[config.mk]
export PLATFORM = sky130hd
export DESIGN_NAME = kernel_to_node_rom_arbiter
export DESIGN_NICKNAME = d
export VERILOG_FILES = /design/src/rtl/kernel_to_node_rom_arbiter.sv
export SDC_FILE = /design/constraint.sdc
export NUM_CORES = 1
export LEC_CHECK = 0
export ABC_CLOCK_PERIOD_IN_PS = 1400
export BUFFER_PORTS_ARGS = -buffer_cell sky130_fd_sc_hd__buf_2
export CORE_MARGIN = 4
export CORE_UTILIZATION = 36
export CTS_CLUSTER_DIAMETER = 60
export DETAILED_ROUTE_END_ITERATION = 8
export GPL_ROUTABILITY_DRIVEN = 0
export PLACE_DENSITY = 0.79
export SLEW_MARGIN = 20
export SYNTH_ARGS = -nofsm -noshare
export SYNTH_HDL_FRONTEND = slang
export SYNTH_SLANG_ARGS = --single-unit
[constraint.sdc]
create_clock -name i_clk -period 1.4 [get_ports i_clk]
set_input_delay 0.07 -clock i_clk [delete_from_list [all_inputs] [get_ports i_clk]]
set_output_delay 0.07 -clock i_clk [all_outputs]
set_load 0.02 [all_outputs]
[src/rtl/kernel_to_node_rom_arbiter.sv]
// Round-robin arbiter sharing the kernel-to-node ROM between NUM_REQ lookup requesters.
// Each granted lookup reads the ROM once and returns the node number over a valid/ready response.
module kernel_to_node_rom_arbiter #(
   parameter int NUM_REQ              = 2,
   parameter int AXIS_LAN_TDEST_WIDTH = 8,
   parameter int NODE_ID_WIDTH        = 8,
   parameter int BRAM_ADDR_WIDTH      = 32
) (
   input  logic                                    i_clk,
   input  logic                                    i_ap_rst_n,
   input  logic [NUM_REQ-1:0]                      req_valid,
   output logic [NUM_REQ-1:0]                      req_ready,
   input  logic [NUM_REQ*AXIS_LAN_TDEST_WIDTH-1:0] req_kernel_id,
   output logic [NUM_REQ-1:0]                      resp_valid,
   input  logic [NUM_REQ-1:0]                      resp_ready,
   output logic [NODE_ID_WIDTH-1:0]                resp_node_id,
   output logic                                    kernel_to_node_ROM_CLK,
   output logic                                    kernel_to_node_ROM_RST,
   output logic                                    kernel_to_node_ROM_EN,
   output logic [BRAM_ADDR_WIDTH-1:0]              kernel_to_node_ROM_ADDR,
   input  logic [NODE_ID_WIDTH-1:0]                kernel_to_node_ROM_DOUT
);

   // Handshake: a request transfers on the edge where req_valid[i] && req_ready[i];
   // a response transfers on the edge where resp_valid[i] && resp_ready[i].
   localparam int IDX_W = (NUM_REQ > 1) ? $clog2(NUM_REQ) : 1;

   localparam logic [1:0] ST_IDLE = 2'd0;
   localparam logic [1:0] ST_READ = 2'd1;
   localparam logic [1:0] ST_RESP = 2'd2;

   logic [1:0]                      state_q, state_d;
   logic [IDX_W-1:0]                grant_q, grant_d;
   logic [IDX_W-1:0]                last_q, last_d;
   logic [NODE_ID_WIDTH-1:0]        node_q, node_d;

   logic                            any_req;
   logic [IDX_W-1:0]                win;
   logic [AXIS_LAN_TDEST_WIDTH-1:0] win_kid;

   // Scan starts just after the last winner so every requester gets a turn.
   always_comb begin
      any_req = 1'b0;
      win     = '0;
      for (int k = 1; k <= NUM_REQ; k++) begin
         if (!any_req && req_valid[(int'(last_q) + k) % NUM_REQ]) begin
            any_req = 1'b1;
            win     = IDX_W'((int'(last_q) + k) % NUM_REQ);
         end
      end
   end

   assign win_kid = req_kernel_id[int'(win)*AXIS_LAN_TDEST_WIDTH +: AXIS_LAN_TDEST_WIDTH];

   always_comb begin
      state_d                 = state_q;
      grant_d                 = grant_q;
      last_d                  = last_q;
      node_d                  = node_q;
      req_ready               = '0;
      resp_valid              = '0;
      kernel_to_node_ROM_EN   = 1'b0;
      kernel_to_node_ROM_ADDR = '0;
      case (state_q)
         ST_IDLE: begin
            if (any_req) begin
               req_ready[win]          = 1'b1;
               kernel_to_node_ROM_EN   = 1'b1;
               kernel_to_node_ROM_ADDR = BRAM_ADDR_WIDTH'({win_kid, 2'b00});
               grant_d                 = win;
               last_d                  = win;
               state_d                 = ST_READ;
            end
         end
         ST_READ: begin
            node_d  = kernel_to_node_ROM_DOUT;
            state_d = ST_RESP;
         end
         ST_RESP: begin
            resp_valid[grant_q] = 1'b1;
            if (resp_ready[grant_q]) begin
               state_d = ST_IDLE;
            end
         end
         default: state_d = ST_IDLE;
      endcase
   end

   always_ff @(posedge i_clk or negedge i_ap_rst_n) begin
      if (!i_ap_rst_n) begin
         state_q <= ST_IDLE;
         grant_q <= '0;
         last_q  <= IDX_W'(NUM_REQ - 1);
         node_q  <= '0;
      end else begin
         state_q <= state_d;
         grant_q <= grant_d;
         last_q  <= last_d;
         node_q  <= node_d;
      end
   end

   assign resp_node_id           = node_q;
   assign kernel_to_node_ROM_CLK = i_clk;
   assign kernel_to_node_ROM_RST = ~i_ap_rst_n;

endmodule

==> flow_summary.json <==
{
  "max-vdd-ir-drop_v": 0.001435,
  "post-place-ws_ns": 0.03995,
  "cts_tree": "yes",
  "via_count": 735,
  "die_area_sq_um": 3071,
  "crit_family": "flip-flops",
  "required_ns": 1.33,
  "most-common-layout-cells": "buf_2, conb_1, dlygate4sd3_1, dfrtp_1",
  "hold_start": "req_valid[0]",
  "first_pass_iters": 4,
  "grt_pass1_wl_um": 3581,
  "mostFrequentLayoutCell": "buf_2",
  "cellPowerDensity_nw_per_um2": 2097,
  "layout-drive-gt1-share_pct": 54.86,
  "hpwl_um": 1526,
  "cts.clk_slew.worst_paths_ns": 0.07,
  "final.setup.tns_ns": -1.695,
  "ant_nets": 0,
  "avgViaCountPerCell": 4.298,
  "fin_skew_ns": 0.0006492,
  "multiInputGateArea_sq_um": 409.1,
  "finalCritPeriodShare_pct": 114.3,
  "hold_path_class": "input port to register",
  "synth.ff_latch_count": 12,
  "rows": 16,
  "finalWirelength_um": 2181,
  "ios": 77,
  "r2r-end": "resp_node_id[4]",
  "port_buffers": 52,
  "start_util_pct": 39.64,
  "fp.dieH_um": 55.42,
  "max-cap-violations": 0,
  "worstPathMaxFanout": 5,
  "die_x_um": 55.42,
  "slowest_stage": "dfstp_2",
  "grt.total_usage_pct": 15.09,
  "period_minus_slack_ns": 1.600,
  "grt_setup_unrepaired": "yes",
  "drtIter0Drc": 13,
  "area_delta_synth_final_pct": 55.80,
  "clkLatencyLatePin_ns": 0.37,
  "coreArea_sq_um": 2042,
  "fillerInstances": 179,
  "fin_nets": 175,
  "gr-total-overflow": 0,
  "cp-end-kind": "output port",
  "grt_pass1_vias": 817,
  "worstRegToRegCells": 2,
  "ys_warn_count": 0,
  "grt_max_degree": 14,
  "seq_area_sq_um": 302.8,
  "antenna_found_initial": 0,
  "antenna_cells": 0,
  "fmax_ghz": 0.6249,
  "worstPathArrival_ns": 1.53,
  "final_hold_viol_count": 0,
  "syn_area_per_cell_sq_um": 10.79,
  "reg2reg_from": "state_q[1]",
  "drc_errors": 0,
  "hold_depth": 3,
  "syn_area_sq_um": 809.5,
  "p_leak_nw": 0.7213,
  "violations": "negative setup slack",
  "ys_types": 17,
  "cp-start-kind": "register",
  "synthCells": 75,
  "wl_per_cell_um": 12.75,
  "timing.final.ws_setup_ns": -0.2004,
  "ys_seq_area_share_pct": 37.25,
  "finalSetupViolations": 11,
  "critical_path_class": "register to output port",
  "maxSlewViolCount": 0,
  "max_stage_delay_ns": 0.54,
  "crit_chain": "nand2b_4 > and3_4 > a22o_1 > buf_6",
  "cp.buffers_inverters": 1,
  "status": "finished with violations",
  "rrSetupSlack_ns": 0.17,
  "holdPathEnd": "state_q[0]"
}
==> power by group <==
part	switching [mW]	internal, mW	leakage [nW]
clock network	0.184	0.273	0.0387
logic	0.765	0.755	0.543
registers	0.130	0.539	0.140
total	1.08	1.57	0.721
==> how the worst max path moves through the flow <==
stage | slack [ns] | from | end | depth (start not counted)
3_5_place_dp | 0.04 | last_q | kernel_to_node_ROM_ADDR[4] | 4
3_3_place_gp | 0.07 | last_q | kernel_to_node_ROM_ADDR[4] | 4
6_report | -0.20 | last_q | kernel_to_node_ROM_ADDR[4] | 4
2_1_floorplan | 0.18 | last_q | kernel_to_node_ROM_ADDR[2] | 4
4_1_cts | -0.20 | last_q | kernel_to_node_ROM_ADDR[4] | 4
5_1_grt | -0.29 | last_q | kernel_to_node_ROM_ADDR[2] | 4
==> per-stage QoR <==
step                cell area [sq um]  utilization, %  hold slack [ns]  power, mW  instances
floorplan                       895.9               -          -0.2256      1.737         98
global placement                975.9           47.79         -0.04621      1.966        149
detailed placement              975.9           47.79         -0.04296      1.994        149
CTS                              1252           61.34          0.09315      2.643        171
global route                     1261           61.76           0.1053      2.825        171
finish                           1261           61.76           0.1077      2.644        171
==> cells by family after synthesis <==
family                 after synthesis  share of synthesized area [%]
buffers and inverters               32                          28.28
AO/OA/AOI/OAI                       12                          11.75
multiplexers                         9                          16.23
other                                1                         0.4632
AND/OR/NAND/NOR                      9                          6.028
flip-flops                          12                          37.25
==> worst register-to-register path, cell delays in order, from the launching register on <==
cell,delay (ns)
dfrtp_1,0.42
nand2b_2,0.34
mux2_4,0.36
==> registers in the layout (all words and copies together) (netlist names) <==
signal,flops
grant_q,1
last_q,1
resp_node_id,8
state_q,2
==> cell type report <==
class / instances / share of cell area, %
timing repair buffer: 64 / 34.62
multi-input combinational: 56 / 32.44
sequential: 12 / 24.01
clock buffer: 8 / 5.060
tap: 27 / 2.679
inverter: 4 / 1.190
==> cells in the mapped netlist <==
library cell / instances / area, sq um
a21o_1: 2 / 15.01
a22o_1: 8 / 70.07
and3_1: 2 / 12.51
buf_4: 27 / 202.7
buf_6: 1 / 11.26
conb_1: 1 / 3.750
dfrtp_1: 11 / 275.3
dfstp_2: 1 / 26.28
inv_1: 4 / 15.01
mux2_2: 1 / 11.26
mux2_4: 8 / 120.1
nand2_1: 1 / 3.750
nand2b_1: 3 / 18.77
nor2_1: 2 / 7.510
nor2_2: 1 / 6.260
o21ai_0: 1 / 5.000
o21ai_1: 1 / 5.000
==> metal layers <==
metal	GRT usage (%)	part of all wire (%)
met1	12.68	33
met2	25.84	52
met3	8.159	13
met4	12.15	2.4
met5	0	0
==> what timing repair did <==
item	in CTS	in global routing
setup buffers	2	0
setup endpoints to repair	11	21
hold endpoints to repair	21	0
pin swaps	5	1
gates cloned	2	0
resized for setup	24	4
hold buffers	11	0
Power figures use the tool's default switching activity.
